==> src/rtl/regfile_mp_if.sv <==
// Decode/write-back bus for the multi-port register file: read ports, two write-back ports,
// issue allocation and a debug peek port.
interface regfile_mp_if #(
  parameter int DW     = 32,
  parameter int DEPTH  = 32,
  parameter int NUM_RD = 2
);
  localparam int AW = $clog2(DEPTH);

  logic [NUM_RD*AW-1:0] REG_address_rd;
  logic [NUM_RD*DW-1:0] REG_data_rd;
  logic [NUM_RD-1:0]    REG_busy_rd;
  logic                 REG_write_0;
  logic [AW-1:0]        REG_address_wr0;
  logic [DW-1:0]        REG_data_wb_in0;
  logic                 REG_write_1;
  logic [AW-1:0]        REG_address_wr1;
  logic [DW-1:0]        REG_data_wb_in1;
  logic                 REG_issue;
  logic [AW-1:0]        REG_address_issue;
  logic [AW-1:0]        test_address_register;
  logic [DW-1:0]        test_value_register;

  modport master (
    output REG_address_rd, REG_write_0, REG_address_wr0, REG_data_wb_in0,
           REG_write_1, REG_address_wr1, REG_data_wb_in1,
           REG_issue, REG_address_issue, test_address_register,
    input  REG_data_rd, REG_busy_rd, test_value_register
  );

  modport slave (
    input  REG_address_rd, REG_write_0, REG_address_wr0, REG_data_wb_in0,
           REG_write_1, REG_address_wr1, REG_data_wb_in1,
           REG_issue, REG_address_issue, test_address_register,
    output REG_data_rd, REG_busy_rd, test_value_register
  );
endinterface

==> src/rtl/regfile_mp.sv <==
// Multi-port register file: NUM_RD bypassed read ports, two write-back ports (port 1 wins),
// optional hardwired r0 and a per-register busy scoreboard.
module regfile_mp #(
  parameter int DW       = 32,
  parameter int DEPTH    = 32,
  parameter int NUM_RD   = 2,
  parameter int ZERO_REG = 1
) (
  input logic         clk,
  input logic         rst,
  regfile_mp_if.slave bus
);
  localparam int AW = $clog2(DEPTH);

  logic [DW-1:0]        mem_q [DEPTH];
  logic [DEPTH-1:0]     busy_q, busy_d;
  logic                 we0, we1;
  logic [AW-1:0]        rd_addr;
  logic [NUM_RD*DW-1:0] rd_data;
  logic [NUM_RD-1:0]    rd_busy;
  logic [DW-1:0]        test_val;

  assign we0 = bus.REG_write_0 && !(ZERO_REG != 0 && bus.REG_address_wr0 == '0);
  assign we1 = bus.REG_write_1 && !(ZERO_REG != 0 && bus.REG_address_wr1 == '0);

  // Port 1 is written last so its non-blocking update wins on an address conflict.
  always_ff @(posedge clk or posedge rst) begin
    if (rst) begin
      for (int unsigned i = 0; i < DEPTH; i++) mem_q[i] <= '0;
    end else begin
      if (we0) mem_q[bus.REG_address_wr0] <= bus.REG_data_wb_in0;
      if (we1) mem_q[bus.REG_address_wr1] <= bus.REG_data_wb_in1;
    end
  end

  always_comb begin
    busy_d = busy_q;
    if (bus.REG_write_0) busy_d[bus.REG_address_wr0] = 1'b0;
    if (bus.REG_write_1) busy_d[bus.REG_address_wr1] = 1'b0;
    if (bus.REG_issue)   busy_d[bus.REG_address_issue] = 1'b1;
    if (ZERO_REG != 0)   busy_d[0] = 1'b0;
  end

  always_ff @(posedge clk or posedge rst) begin
    if (rst) busy_q <= '0;
    else     busy_q <= busy_d;
  end

  // Bypassed writes report not-busy, matching the data they forward.
  always_comb begin
    rd_data = '0;
    rd_busy = '0;
    rd_addr = '0;
    for (int unsigned k = 0; k < NUM_RD; k++) begin
      rd_addr = bus.REG_address_rd[k*AW +: AW];
      if (rst || (ZERO_REG != 0 && rd_addr == '0)) begin
        rd_data[k*DW +: DW] = '0;
        rd_busy[k]          = 1'b0;
      end else if (bus.REG_write_1 && rd_addr == bus.REG_address_wr1) begin
        rd_data[k*DW +: DW] = bus.REG_data_wb_in1;
        rd_busy[k]          = 1'b0;
      end else if (bus.REG_write_0 && rd_addr == bus.REG_address_wr0) begin
        rd_data[k*DW +: DW] = bus.REG_data_wb_in0;
        rd_busy[k]          = 1'b0;
      end else begin
        rd_data[k*DW +: DW] = mem_q[rd_addr];
        rd_busy[k]          = busy_q[rd_addr];
      end
    end
  end

  always_comb begin
    test_val = '0;
    if (!rst) test_val = mem_q[bus.test_address_register];
  end

  assign bus.REG_data_rd         = rd_data;
  assign bus.REG_busy_rd         = rd_busy;
  assign bus.test_value_register = test_val;
endmodule

==> src/flat_wrapper.sv <==
// flat-port wrapper written by rule: the top's interface ports become plain ports
module regfile_mp_flat 
#(
  parameter int DW       = 32,
  parameter int DEPTH    = 32,
  parameter int NUM_RD   = 2,
  parameter int ZERO_REG = 1
)
  (clk, rst, bus_REG_address_rd, bus_REG_write_0, bus_REG_address_wr0, bus_REG_data_wb_in0, bus_REG_write_1, bus_REG_address_wr1, bus_REG_data_wb_in1, bus_REG_issue, bus_REG_address_issue, bus_test_address_register, bus_REG_data_rd, bus_REG_busy_rd, bus_test_value_register);
  regfile_mp_if #(.DW(DW), .DEPTH(DEPTH), .NUM_RD(NUM_RD)) bus_i ();
  input logic clk;
  input logic rst;
  input wire logic [$bits(bus_i.REG_address_rd)-1:0] bus_REG_address_rd;
  input wire logic [$bits(bus_i.REG_write_0)-1:0] bus_REG_write_0;
  input wire logic [$bits(bus_i.REG_address_wr0)-1:0] bus_REG_address_wr0;
  input wire logic [$bits(bus_i.REG_data_wb_in0)-1:0] bus_REG_data_wb_in0;
  input wire logic [$bits(bus_i.REG_write_1)-1:0] bus_REG_write_1;
  input wire logic [$bits(bus_i.REG_address_wr1)-1:0] bus_REG_address_wr1;
  input wire logic [$bits(bus_i.REG_data_wb_in1)-1:0] bus_REG_data_wb_in1;
  input wire logic [$bits(bus_i.REG_issue)-1:0] bus_REG_issue;
  input wire logic [$bits(bus_i.REG_address_issue)-1:0] bus_REG_address_issue;
  input wire logic [$bits(bus_i.test_address_register)-1:0] bus_test_address_register;
  output wire logic [$bits(bus_i.REG_data_rd)-1:0] bus_REG_data_rd;
  output wire logic [$bits(bus_i.REG_busy_rd)-1:0] bus_REG_busy_rd;
  output wire logic [$bits(bus_i.test_value_register)-1:0] bus_test_value_register;
  assign bus_i.REG_address_rd = bus_REG_address_rd;
  assign bus_i.REG_write_0 = bus_REG_write_0;
  assign bus_i.REG_address_wr0 = bus_REG_address_wr0;
  assign bus_i.REG_data_wb_in0 = bus_REG_data_wb_in0;
  assign bus_i.REG_write_1 = bus_REG_write_1;
  assign bus_i.REG_address_wr1 = bus_REG_address_wr1;
  assign bus_i.REG_data_wb_in1 = bus_REG_data_wb_in1;
  assign bus_i.REG_issue = bus_REG_issue;
  assign bus_i.REG_address_issue = bus_REG_address_issue;
  assign bus_i.test_address_register = bus_test_address_register;
  assign bus_REG_data_rd = bus_i.REG_data_rd;
  assign bus_REG_busy_rd = bus_i.REG_busy_rd;
  assign bus_test_value_register = bus_i.test_value_register;
  regfile_mp #(.DW(DW), .DEPTH(DEPTH), .NUM_RD(NUM_RD), .ZERO_REG(ZERO_REG)) u_core (.clk(clk), .rst(rst), .bus(bus_i));
endmodule
==> config.mk <==
export PLATFORM = sky130hd
export DESIGN_NAME = regfile_mp_flat
export DESIGN_NICKNAME = d
export VERILOG_FILES = /design/src/rtl/regfile_mp_if.sv /design/src/rtl/regfile_mp.sv /design/src/flat_wrapper.sv
export SDC_FILE = /design/constraint.sdc
export NUM_CORES = 2
export LEC_CHECK = 0
export CORE_ASPECT_RATIO = 2
export CORE_UTILIZATION = 55
export DETAILED_ROUTE_END_ITERATION = 8
export PLACE_DENSITY_LB_ADDON = 0.15
export SLEW_MARGIN = 20
export SYNTH_ARGS = -nofsm -noshare
export SYNTH_HDL_FRONTEND = slang
export SYNTH_SLANG_ARGS = --single-unit
==> constraint.sdc <==
create_clock -name clk -period 57.3 [get_ports clk]
set_input_delay 11.46 -clock clk [delete_from_list [all_inputs] [get_ports clk]]
set_output_delay 11.46 -clock clk [all_outputs]
set_load 0.02 [all_outputs]
Word level (Yosys, flattened, before mapping)
Cells that the tools add are included.
{"block": "totals", "register_bits": 1055, "latch_bits": 0, "ramBits": 0, "romBits": 0, "in_bits": 99, "output_inout_bits": 98, "wordCells": 124, "memories": 0}
{"block": "op_classes", "add_sub_neg": 0, "mul": 0, "n_div": 0, "order_cmp": 15, "n_eq_ne": 4, "shifts": 0, "muxes": 43, "n_bitwise": 10, "n_reduce_logical": 19}
{"cell": "bitwise mux 1024 bit", "count": 2}
{"cell": "two-way mux 1024 bit", "count": 2}
{"cell": "two-way mux 32 bit", "count": 18}
{"cell": "binary-select mux 32 bit (select 5 bit)", "count": 3}
{"cell": "demux 32 bit (select 5 bit)", "count": 2}
{"cell": "bitwise AND 32 bit", "count": 2}
{"cell": "NOT 32 bit", "count": 2}
{"cell": "bitwise OR 32 bit", "count": 1}
{"cell": "greater-or-equal comparator 6 bit (second input constant)", "count": 5}
{"cell": "< comparator 5 x 6 -> 1 bit (second input constant)", "count": 5}
{"cell": "NOT 5 -> 6 bit", "count": 5}
{"cell": "equality test 5 bit", "count": 4}
{"cell": "zero test 5 bit", "count": 4}
{"cell": "demux 1 bit (select 5 bit)", "count": 3}
{"cell": "greater-or-equal comparator 5 x 1 -> 1 bit (second input constant)", "count": 3}
{"cell": "< comparator 6 x 1 -> 1 bit (second input constant)", "count": 2}
{"cell": "logical AND 1 bit", "count": 11}
{"cell": "two-way mux 1 bit", "count": 11}
{"cell": "binary-select mux 1 bit (select 5 bit)", "count": 2}
{"cell": "zero test 1 bit", "count": 2}
{"cell": "logical OR 1 bit", "count": 2}

Logic depth before layout (Yosys ltp)
{"block": "logic_depth", "ltp_word": 11, "ltp_mapped": 10, "depth_no_buf": 6}

Worst setup path after synthesis
No wires, ideal clock.
{"block": "synth_timing", "path_kind": "input to output", "startpoint": "input rst", "endpoint": "output bus_REG_busy_rd[1]", "arrival_ns": 38.815, "required_ns": 45.840, "path_slack_ns": 7.025, "path_stages": 6, "path_buffers": 1, "cell_sequence": "inv_1 > o21ai_1 > nor4_2 > clkbuf_1 > nand2_1 > o21ai_1"}
{"block": "synth_between", "elab_chain_cells": 2}
{"item": "start, declared", "line_no": "flat_wrapper.sv:12", "text": "input logic rst;"}
{"item": "logical OR 1 bit", "line_no": "regfile_mp.sv:56", "text": "if (rst || (ZERO_REG != 0 && rd_addr == '0)) begin"}
{"item": "two-way mux 1 bit", "line_no": "regfile_mp.sv:56"}
{"item": "end, declared", "line_no": "flat_wrapper.sv:24", "text": "output wire logic [$bits(bus_i.REG_busy_rd)-1:0] bus_REG_busy_rd;"}
No other way between the ends.

Worst setup path after layout
{"block": "layout_timing", "startpoint": "input bus_test_address_register[1]", "endpoint": "output bus_test_value_register[11]"}
{"block": "layout_between", "elab_chain_cells": 5}
{"item": "start, declared", "line_no": "flat_wrapper.sv:22", "text": "input wire logic [$bits(bus_i.test_address_register)-1:0] bus_test_address_register;"}
{"item": "NOT 5 -> 6 bit (not written as such)", "line_no": "regfile_mp.sv:74", "text": "if (!rst) test_val = mem_q[bus.test_address_register];"}
{"item": "binary-select mux 32 bit (select 5 bit)", "line_no": "regfile_mp.sv:74"}
{"item": "two-way mux 32 bit (not written as such) (2 in series)", "line_no": "regfile_mp.sv:74"}
{"item": "two-way mux 32 bit", "line_no": "regfile_mp.sv:74"}
{"item": "end, declared", "line_no": "flat_wrapper.sv:25", "text": "output wire logic [$bits(bus_i.test_value_register)-1:0] bus_test_value_register;"}
No other way between the ends. The select of a mux whose other input is x is not followed.

==> results.json <==
{
  "outcome": "finished clean",
  "drcViolationCount": 0,
  "synth_edf_count": 0,
  "grt_max_degree": 159,
  "ys_seq_area_frac": 0.355,
  "endpoint": "bus_test_value_register[11]",
  "hold_violations": 0,
  "firstDrtPassIters": 9,
  "path_class": "primary input to output port",
  "floorplan.die_area_um2": 137000,
  "synth_area_um2": 74300,
  "slowest_delay_ns": 0.91,
  "synthArstFlopShare": 1.00,
  "cap_violations": 0,
  "setup_viol": 0,
  "crit-reg2reg-launch": "u_core.mem_q[448]",
  "synth_compound_area_frac": 0.138,
  "crit_required_ns": 45.84,
  "core_area_um2": 134000,
  "grt_pass1_vias": 63729,
  "design.portCount": 197,
  "grt_pass1_wl_um": 472000,
  "cts_buffer_depth": 3,
  "cts_resized": 0,
  "area_growth_pct": 7.90,
  "use_met3": 0.186,
  "synthAdderAreaFrac": 0,
  "die_x_um": 262,
  "clk_pin_slew_ns": 0.07,
  "synth_top_area_share": 0.355,
  "synth.avg_cell_area_um2": 10.8,
  "cts_num_sinks": 1055,
  "cpMostUsedCell": "buf_4",
  "clk_latency_ns": 0.76,
  "final_antenna_net_count": 0,
  "initial_core_util": 0.554,
  "cts_setup_buffers": 0,
  "die_h_um": 522,
  "rows": 190,
  "reg2reg_depth": 2,
  "power_density_nw_per_um2": 33.8,
  "fin_crit_ns": 28.33,
  "drv_slew": 0,
  "gp_congestion": 0.919,
  "end_kind": "output port",
  "drt-vias-per-instance": 7.95,
  "synthFlopType": "dfrtp_1",
  "numCtsBuffers": 100,
  "use_met2": 0.705,
  "grt_overflow_total": 0,
  "postCtsHoldBufs": 0,
  "startpoint": "bus_test_address_register[1]",
  "nets": 6554,
  "cp_slowest_cell": "buf_4",
  "wl_um": 334000,
  "yosys-mux-area-fraction": 0.377,
  "fillers": 11057,
  "r2r_end": "u_core.mem_q[448]",
  "synth_area_leader_cell": "dfrtp_1",
  "drive_gt1_frac": 0.197,
  "worst_slew_pin_slew_ns": 1.33,
  "synth.distinct_cells": 58,
  "antenna_found_initial": 30,
  "track_usage": 0.492,
  "portBuffers": 196,
  "htree_num_levels": 3,
  "startpoint_type": "primary input",
  "p_leak_uw": 0.0328,
  "synth_area_leaders": "dfrtp_1 36%, mux4_2 24%, mux2i_1 14%, a21oi_1 4.8%, nor2_1 3.4%",
  "cp_max_fo": 83,
  "wl_per_cell_um": 40.3,
  "setup-tns-final_ns": 0,
  "syn-num-nets": 7008,
  "first_iter_violations": 10520,
  "cp_cell_sequence": "buf_8, buf_4, buf_4, buf_4, mux4_2, mux4_2, a22o_1, clkdlybuf4s50_1",
  "tritoncts": "done",
  "vias": 65769,
  "ys_warn_count": 0,
  "skew_ns": 0,
  "synth_common_cells": "1,055 x dfrtp_1, 1,036 x mux2i_1, 781 x mux4_2, 706 x a21oi_1, 665 x nor2_1",
  "period_share": 0.494,
  "max_slew_margin": 0.116,
  "dp_hpwl_um": 186000,
  "worst_ep_arrival_time_ns": 16.87,
  "grt-busiest-layer": "met2",
  "r2r_slack_ns": 56.37,
  "netlist_instances": 6909,
  "rsz0062_at_grt": "false",
  "yosysMostFrequentCell": "dfrtp_1",
  "dp_slack_ns": 29.17,
  "synth_top_family_by_area": "multiplexers",
  "worst_slack_ns": 28.97,
  "synth_seq_cells": 1055,
  "grtUsageMet1": 0.571,
  "fmax_ghz": 0.0353,
  "synth_xor_area_frac": 0.00236,
  "hold_path_class": "flip-flop to flip-flop",
  "ir_drop_mv": 0.0245,
  "clockRootBuffer": "clkbuf_16",
  "synth-simple-area-share": 0.0750
}
-- cell families (layout without fill, tap and decap cells) --
group                  Yosys count  count (layout)
multiplexers                  1821            1821
AO/OA/AOI/OAI                 1666            1666
AND/OR/NAND/NOR               1385            1385
flip-flops                    1055            1055
buffers and inverters          962             590
XOR/XNOR                        20              20
other                            0              12
-- worst max-delay path, delay by kind of cell --
family	cells	cell delay (ns)
buf+inv	5	3.88
mux	2	0.95
compound gates	1	0.42
-- layout by cell type, fill, tap and decap left out, types with 16 or more instances in the layout --
cell	Yosys	layout
a211o_1	31	31
a211oi_2	29	29
a21oi_1	706	704
a221o_1	30	30
a22o_1	63	63
a22oi_1	121	121
a32o_1	16	16
a32oi_1	126	126
and3_1	38	36
buf_4	22	190
clkbuf_16	0	102
clkbuf_8	0	20
clkdlybuf4s50_1	0	183
clkinv_2	0	19
dfrtp_1	1055	1055
mux2i_1	1036	1036
mux4_2	781	781
nand2_1	563	532
nand2_4	0	26
nand3_1	48	43
nor2_1	665	636
nor2_4	0	33
o21ai_0	434	434
o221ai_1	62	62
o22ai_1	31	31
-- power by group --
group,internal (uW),switching (uW)
sequential,937,227
combinational,448,377
clock,388,333
total,1770,937
-- flip-flops by register name, summed over array words and instances (netlist names) --
register and cells:
u_core.mem_q 1024, u_core.busy_q 31
-- layer usage --
metal,vias to the layer above,part of all wire
li1,25128,-
met1,32246,0.31
met2,6291,0.43
met3,2066,0.15
met4,38,0.11
met5,-,0.00083
-- worst min-delay path by stage --
stage          cells after the start  slack (ns)            endpoint          startpoint
2_1_floorplan                      1        0.46  u_core.mem_q[1000]  u_core.mem_q[1000]
3_3_place_gp                       0        0.39  u_core.mem_q[1021]  u_core.mem_q[1021]
3_5_place_dp                       0        0.40  u_core.mem_q[1014]  u_core.mem_q[1014]
4_1_cts                            0        0.42  u_core.mem_q[1014]  u_core.mem_q[1014]
5_1_grt                            0        0.44  u_core.mem_q[1008]  u_core.mem_q[1008]
6_report                           0        0.42  u_core.mem_q[1009]  u_core.mem_q[1009]
-- per-stage QoR --
| step | power [uW] | hold slack [ns] | cells | cell area [um^2] | util |
|---|---|---|---|---|---|
| after detailed placement | 1970 | 0.403 | 8081 | 76700 | 0.572 |
| after global routing | 2790 | 0.437 | 8267 | 80200 | 0.598 |
| after floorplan | 1700 | 0.458 | 6909 | 74300 | - |
| after CTS | 2670 | 0.418 | 8265 | 80100 | 0.598 |
| final | 2710 | 0.422 | 8277 | 80200 | 0.598 |
| after global placement | 1930 | 0.394 | 8081 | 76700 | 0.572 |
-- cell type report --
type / instances / area [um^2] / area share
antenna: 12 / 30.0 / 0.000374
multi-input combinational: 4892 / 44600 / 0.556
timing repair buffer: 392 / 3540 / 0.0441
clock inverter: 50 / 528 / 0.00658
sequential: 1055 / 26400 / 0.329
inverter: 14 / 62.6 / 0.000780
tap: 1728 / 2160 / 0.0270
clock buffer: 134 / 2860 / 0.0357
No activity file was read; power rests on OpenSTA's default activity.
